--- src/rtl/mem_copy_engine_pkg.sv ---
// Shared constants for the memory copy/fill engine.
// State encodings and command modes used by the engine and its bench.
package mem_copy_engine_pkg;

    localparam logic [1:0] ST_IDLE = 2'd0;
    localparam logic [1:0] ST_RD   = 2'd1;
    localparam logic [1:0] ST_WR   = 2'd2;
    localparam logic [1:0] ST_DONE = 2'd3;

    localparam logic MODE_COPY = 1'b0;
    localparam logic MODE_FILL = 1'b1;

endpackage

--- src/rtl/mem_copy_engine_ptr_unit.sv ---
// Source/destination pointers and remaining-word counter.
// Pointers wrap modulo 2^ADDR_W; last_word flags the final write.
module copy_ptr_unit #(
    parameter int ADDR_W = 16
) (
    input  logic              clk,
    input  logic              rst_n,
    input  logic              load,
    input  logic [ADDR_W-1:0] src_in,
    input  logic [ADDR_W-1:0] dst_in,
    input  logic [ADDR_W-1:0] len_in,
    input  logic              src_inc,
    input  logic              dst_inc,
    input  logic              cnt_dec,
    output logic [ADDR_W-1:0] src_ptr,
    output logic [ADDR_W-1:0] dst_ptr,
    output logic [ADDR_W-1:0] cnt,
    output logic              last_word
);

    always_ff @(posedge clk or negedge rst_n) begin
        if (!rst_n) begin
            src_ptr <= '0;
            dst_ptr <= '0;
            cnt     <= '0;
        end else if (load) begin
            src_ptr <= src_in;
            dst_ptr <= dst_in;
            cnt     <= len_in;
        end else begin
            if (src_inc) src_ptr <= src_ptr + 1'b1;
            if (dst_inc) dst_ptr <= dst_ptr + 1'b1;
            if (cnt_dec) cnt     <= cnt - 1'b1;
        end
    end

    assign last_word = (cnt == ADDR_W'(1));

endmodule

--- src/rtl/mem_copy_engine.sv ---
// Memory copy/fill bus initiator: copies LEN words SRC->DST or fills DST.
// All outputs decode from registered state so none depend on inputs.
module mem_copy_engine
    import mem_copy_engine_pkg::*;
#(
    parameter int ADDR_W = 16,
    parameter int DATA_W = 16
) (
    input  logic              clk,
    input  logic              rst_n,
    input  logic              start,
    input  logic              mode,
    input  logic [ADDR_W-1:0] src_addr,
    input  logic [ADDR_W-1:0] dst_addr,
    input  logic [ADDR_W-1:0] len,
    input  logic [DATA_W-1:0] fill_value,
    output logic              busy,
    output logic              done,
    output logic [ADDR_W-1:0] mem_access_addr,
    output logic [DATA_W-1:0] mem_write_data,
    output logic              mem_write_en,
    output logic              mem_read,
    input  logic [DATA_W-1:0] mem_read_data
);

    logic [1:0]        state;
    logic [1:0]        state_nx;
    logic              mode_q;
    logic [DATA_W-1:0] fill_q;
    logic [DATA_W-1:0] data_q;
    logic [ADDR_W-1:0] src_ptr;
    logic [ADDR_W-1:0] dst_ptr;
    logic [ADDR_W-1:0] cnt;
    logic              last_word;
    logic              accept;
    logic              in_rd;
    logic              in_wr;

    assign accept = (state == ST_IDLE) && start;
    assign in_rd  = (state == ST_RD);
    assign in_wr  = (state == ST_WR);

    copy_ptr_unit #(
        .ADDR_W (ADDR_W)
    ) u_ptr (
        .clk       (clk),
        .rst_n     (rst_n),
        .load      (accept),
        .src_in    (src_addr),
        .dst_in    (dst_addr),
        .len_in    (len),
        .src_inc   (in_rd),
        .dst_inc   (in_wr),
        .cnt_dec   (in_wr),
        .src_ptr   (src_ptr),
        .dst_ptr   (dst_ptr),
        .cnt       (cnt),
        .last_word (last_word)
    );

    always_comb begin
        state_nx = state;
        unique case (state)
            ST_IDLE: begin
                if (start) begin
                    if (len == '0)
                        state_nx = ST_DONE;
                    else if (mode == MODE_FILL)
                        state_nx = ST_WR;
                    else
                        state_nx = ST_RD;
                end
            end
            ST_RD:   state_nx = ST_WR;
            ST_WR: begin
                if (last_word)
                    state_nx = ST_DONE;
                else if (mode_q == MODE_FILL)
                    state_nx = ST_WR;
                else
                    state_nx = ST_RD;
            end
            ST_DONE: state_nx = ST_IDLE;
            default: state_nx = ST_IDLE;
        endcase
    end

    always_ff @(posedge clk or negedge rst_n) begin
        if (!rst_n) begin
            state  <= ST_IDLE;
            mode_q <= MODE_COPY;
            fill_q <= '0;
            data_q <= '0;
        end else begin
            state <= state_nx;
            if (accept) begin
                mode_q <= mode;
                fill_q <= fill_value;
            end
            if (in_rd)
                data_q <= mem_read_data;
        end
    end

    // Reset forces ST_IDLE asynchronously, which drops both strobes at once.
    always_comb begin
        mem_access_addr = '0;
        mem_write_data  = '0;
        mem_write_en    = 1'b0;
        mem_read        = 1'b0;
        if (in_rd) begin
            mem_read        = 1'b1;
            mem_access_addr = src_ptr;
        end else if (in_wr) begin
            mem_write_en    = 1'b1;
            mem_access_addr = dst_ptr;
            mem_write_data  = (mode_q == MODE_FILL) ? fill_q : data_q;
        end
    end

    assign busy = in_rd || in_wr;
    assign done = (state == ST_DONE);

endmodule
--- config.mk ---
export PLATFORM = sky130hd
export DESIGN_NAME = mem_copy_engine
export DESIGN_NICKNAME = d
export VERILOG_FILES = /design/src/rtl/mem_copy_engine_pkg.sv /design/src/rtl/mem_copy_engine_ptr_unit.sv /design/src/rtl/mem_copy_engine.sv
export SDC_FILE = /design/constraint.sdc
export NUM_CORES = 1
export LEC_CHECK = 0
export ABC_CLOCK_PERIOD_IN_PS = 2290
export BUFFER_PORTS_ARGS = -buffer_cell sky130_fd_sc_hd__buf_2
export CAP_MARGIN = 5
export CORE_AREA = 2 2 110 112
export CTS_CLUSTER_SIZE = 14
export DETAILED_ROUTE_END_ITERATION = 8
export DIE_AREA = 0 0 112 114
export GPL_TIMING_DRIVEN = 0
export HOLD_SLACK_MARGIN = 0.03
export PLACE_DENSITY = 0.68
export REMOVE_ABC_BUFFERS = 1
export SLEW_MARGIN = 15
export SYNTH_ARGS = -nofsm -noshare
export SYNTH_HDL_FRONTEND = slang
export SYNTH_SLANG_ARGS = --single-unit
--- constraint.sdc ---
create_clock -name clk -period 2.29 [get_ports clk]
set_clock_uncertainty 0.05 [all_clocks]
set_input_delay 0.229 -clock clk [delete_from_list [all_inputs] [get_ports clk]]
set_output_delay 0.229 -clock clk [all_outputs]
set_load 0.02 [all_outputs]
# Yosys cells after proc, flatten, opt, wreduce, memory -nomap -nowiden
# Cells that the tools add are included.
# classes
n_mux	20
n_addsub	3
reduce_logical	6
n_eq_ne	5
# ops
cell	n
$mux W16	11
$add A16 B1 Y16 const B	2
$eq A16 B1 Y1 const B	1
$logic_not A16 Y1	1
$sub A16 B1 Y16 const B	1
$mux W2	5
$pmux W2 S4	1
$eq A2 B2 Y1 const B	2
$reduce_bool A2 Y1	2
$mux W1	3
$eq A2 B1 Y1 const B	1
$logic_not A2 Y1	1
$ne A2 B2 Y1 const B	1
$logic_and A1 B1 Y1	1
$logic_or A1 B1 Y1	1
# word_totals
register_bits	83
word_cells	41
output_inout_bits	36

# Depth between registers and ports, before layout
# logic_depth
word_depth	4
mapped_depth	8

# By module
# Synthesis repeated with hierarchy kept, for this count alone.
# unflattened
hier_cells	466
area_unflattened_um2	4670.7
# modules_own_cells
module	n_inst	cells_each	seq_area_each_um2	area_each_um2
copy_ptr_unit	1	311	1201.2	2780.2
mem_copy_engine	1	155	875.8	1890.6

# Least setup slack after synthesis
# No wires, ideal clock.
# synth_timing
path_kind	reg-to-output
start	register state[0]
end	output mem_access_addr[11]
path_buffers	3
stages_incl_launch_ff	8
path_slack_ns	-0.124
t_arrival_ns	2.135
cell_sequence	dfrtp_1 inv_1 ha_1 buf_4 clkbuf_1 clkbuf_1 nand2_1 o21ai_0
# synth_via
elab_chain_len	3
elab_cells_between_ends	4
classes_between	2 x eq/ne; 2 x mux
# synth_rtl
element	line_no	source
start: declaration	mem_copy_engine.sv:26	logic [1:0] state;
start signal: assignment	mem_copy_engine.sv:95	state <= state_nx;
$eq A2 B2 Y1	mem_copy_engine.sv:41	assign in_wr = (state == ST_WR);
$mux W16	mem_copy_engine.sv:114	end else if (in_wr) begin
$mux W16 *	mem_copy_engine.sv:111	if (in_rd) begin
end: declaration	mem_copy_engine.sv:19	output logic [ADDR_W-1:0] mem_access_addr,
# Mark *: on every way between the ends. The rest lies on a longest branch, timed or not.

# Worst setup path in the final report
# layout_timing
start	register state[1]
end	output mem_access_addr[15]
# The elaborated chain is that of the path after synthesis.

==> summary.md <==
| Metric | Value |
|---|---|
| Run status | `completed` |
| Clk sinks | `83` |
| Synth warn | `0` |
| Synth-to-layout area growth | `27.9%` |
| Total power | `7900 µW` |
| CTS Buf Count | `9` |
| GRT Util Overall | `0.187` |
| Crit-path max FO | `39` |
| MaxCap Viol Count | `0` |
| DP HPWL | `8060 µm` |
| Crit Path Class | `reg2out` |
| Reg2reg end | `u_ptr.src_ptr[9]` |
| Initial antenna violation count | `0` |
| Post-route DRC violation count | `0` |
| Final hold viol count | `0` |
| WP data arrival | `1.93 ns` |
| Reg2Reg Depth | `7` |
| Slew margin rel. | `0.513` |
| Final GP Congestion | `0.814` |
| Hold path endpoint | `fill_q[10]` |
| Share of cells above drive strength 1 | `0.270` |
| VDD IR max | `1250 µV` |
| Post-synth top area share | `0.455` |
| Top-level I/O count | `120` |
| Final setup TNS | `0 ns` |
| Final worst-path cycle share | `0.965` |
| Top FF cell, synth | `dfrtp_1` |
| Initial Util | `0.390` |
| Commonest non-fill, non-tap cell in the layout | `nand2_1` |
| Total vias in the final route | `4100` |
| Clock Path Buffers | `2` |
| Cell Pwr Density | `1350 nW/µm²` |
| R2R setup slack | `0.15 ns` |
| Static leakage power | `0.00259 µW` |
| CTS tree | `built` |
| Core area | `11700 µm²` |
| Setup crit end kind | `primary output` |
| Die Ht | `114 µm` |
| Die footprint | `12800 µm²` |
| Number of global-route vias before repair | `3974` |
| Final Slew Violations | `0` |
| Cell count after synthesis | `521` |
| Setup crit start kind | `flop` |
| Clock-pin slew on the worst setup and hold paths | `0.06 ns` |
| Most frequent cells in the layout | `nand2_1, buf_2, dfrtp_1, o21ai_0, nor2_1` |
| Avg Inst Size Synth | `8.77 µm²` |
| Wire length per cell | `14.8 µm` |
| Sequential cell area fraction in the yosys report | `0.455` |
| Layout net count | `736` |
| HP Start | `fill_value[10]` |
| Fraction of registers with async set/reset | `1.00` |
| Initial DRC count | `168` |
| Die width | `112 µm` |
| Drt pass-1 iters | `4` |
| #FFs+latches synth | `83` |
| Post-route ant nets | `0` |
| Vias/cell | `5.15` |
| Area leader, netlist | `dfrtp_1` |
| Max H-tree Level | `3` |
| WL final | `11700 µm` |
| Largest net degree at the start of global routing | `65` |
| GR Overflow Total | `0` |
| Std-Cell Rows | `40` |
| Number of synthesized flops with an enable pin | `0` |
| RSZ-0062 raised after global routing | `false` |
| Netlist area before placement | `4570 µm²` |
| Pre-CTS setup slack | `-0.896 ns` |
| CP required | `2.01 ns` |
| First-pass GRT wire length | `19100 µm` |
| Worst Hold Class | `in2reg` |
| Final setup vio count | `0` |
| FILL cells | `1149` |
| Worst slew pin tran | `0.724 ns` |
| Synth unique cells | `40` |
| Min Tclk post-route | `2.21 ns` |
| Fmax | `453 MHz` |
| Buffers on Ports | `119` |
| Largest cells by area after synthesis | `dfrtp_1, nand2_1, o21ai_0` |
| Worst skew pair latency | `0.34 ns` |
| Root Driver | `clkbuf_16` |
| Worst hold stages | `3` |
| Final Worst Setup Slack | `0.0810 ns` |
| RR Startpoint | `state[1]` |
-- metrics by stage --
| step | util | cell area (µm²) | hold slack [ns] | instances |
|---|---|---|---|---|
| 4_1_cts | 0.498 | 5830 | 0.0313 | 795 |
| 2_1_floorplan | - | 4450 | -0.117 | 491 |
| 3_3_place_gp | 0.447 | 5230 | 0.372 | 757 |
| 5_1_grt | 0.499 | 5840 | 0.0439 | 795 |
| 6_report | 0.499 | 5840 | 0.0392 | 796 |
| 3_5_place_dp | 0.453 | 5310 | 0.171 | 760 |
-- per-layer routing --
| metal | up-vias | track usage | part of all wire |
|---|---|---|---|
| li1 | 2022 | - | - |
| met1 | 1971 | 0.244 | 0.45 |
| met2 | 97 | 0.311 | 0.48 |
| met3 | 10 | 0.0399 | 0.050 |
| met4 | 0 | 0.0659 | 0.014 |
| met5 | - | 0 | 0 |
-- cell type report --
type                       instances  area, µm²  share of cell area
antenna                            1       2.50            0.000428
clock buffer                      11        243              0.0415
sequential                        83       2080               0.356
tap                              147        184              0.0315
clock inverter                     5       52.6             0.00899
multi-input combinational        399       2400               0.412
timing repair buffer             141        845               0.145
inverter                           9       33.8             0.00578
-- power breakdown --
part / internal (µW) / switching [µW] / total [µW]
sequential: 2200 / 804 / 3000
clock: 869 / 582 / 1450
combinational: 1490 / 1950 / 3450
-- synth_stat cells, drive strengths merged, types with 3 or more instances --
cell type  instances
nand3             13
or3                3
mux2              17
nor2b              3
nor3               8
mux2i             19
xnor2             20
a22o               3
ha                 9
dfrtp             83
o21ai             58
clkbuf            24
a31oi              5
nor4              17
inv                9
buf                6
nor2              32
or4                3
xor2              17
nand4             13
nand2            139
-- state kept, by name (all words and copies together), names as in the netlist --
signal         flops
u_ptr.dst_ptr     16
u_ptr.src_ptr     16
data_q            16
mode_q             1
u_ptr.cnt         16
state              2
fill_q            16
-- timing repair --
| action | 4_1_cts | 5_1_grt |
|---|---|---|
| hold buffers | 13 | 0 |
| endpoints found under the setup margin | 66 | 4 |
| buffers inserted | 6 | 0 |
| endpoints found under the hold margin | 45 | 0 |
| resized for setup | 9 | 3 |
-- how the worst max path moves through the flow --
stage / slack, ns / to / cells past startpoint / startpoint
3_3_place_gp: -1.46 / u_ptr.src_ptr[9] / 6 / state[1]
4_1_cts: 0.08 / mem_access_addr[15] / 6 / state[1]
5_1_grt: 0.002 / u_ptr.src_ptr[15] / 7 / state[1]
6_report: 0.08 / mem_access_addr[15] / 6 / state[1]
3_5_place_dp: -0.90 / u_ptr.cnt[14] / 6 / state[0]
2_1_floorplan: -0.69 / u_ptr.src_ptr[11] / 6 / state[1]
-- cells by family after synthesis --
family                   count (synthesis)  share of synthesized area
AO/OA/AOI/OAI                           74                     0.0890
adder cells (fa/ha/maj)                  9                     0.0246
XOR/XNOR                                37                     0.0709
buffers and inverters                   39                     0.0334
AND/OR/NAND/NOR                        243                      0.244
flip-flops                              83                      0.455
multiplexers                            36                     0.0835
-- critical path, cell delays in order, from the launching register on --
cell and delay [ns]:
dfrtp_1 0.43, inv_1 0.14, ha_4 0.19, buf_12 0.16, nor2b_1 0.27, a22o_1 0.21, buf_2 0.17
No activity file was read; power rests on OpenSTA's default activity.
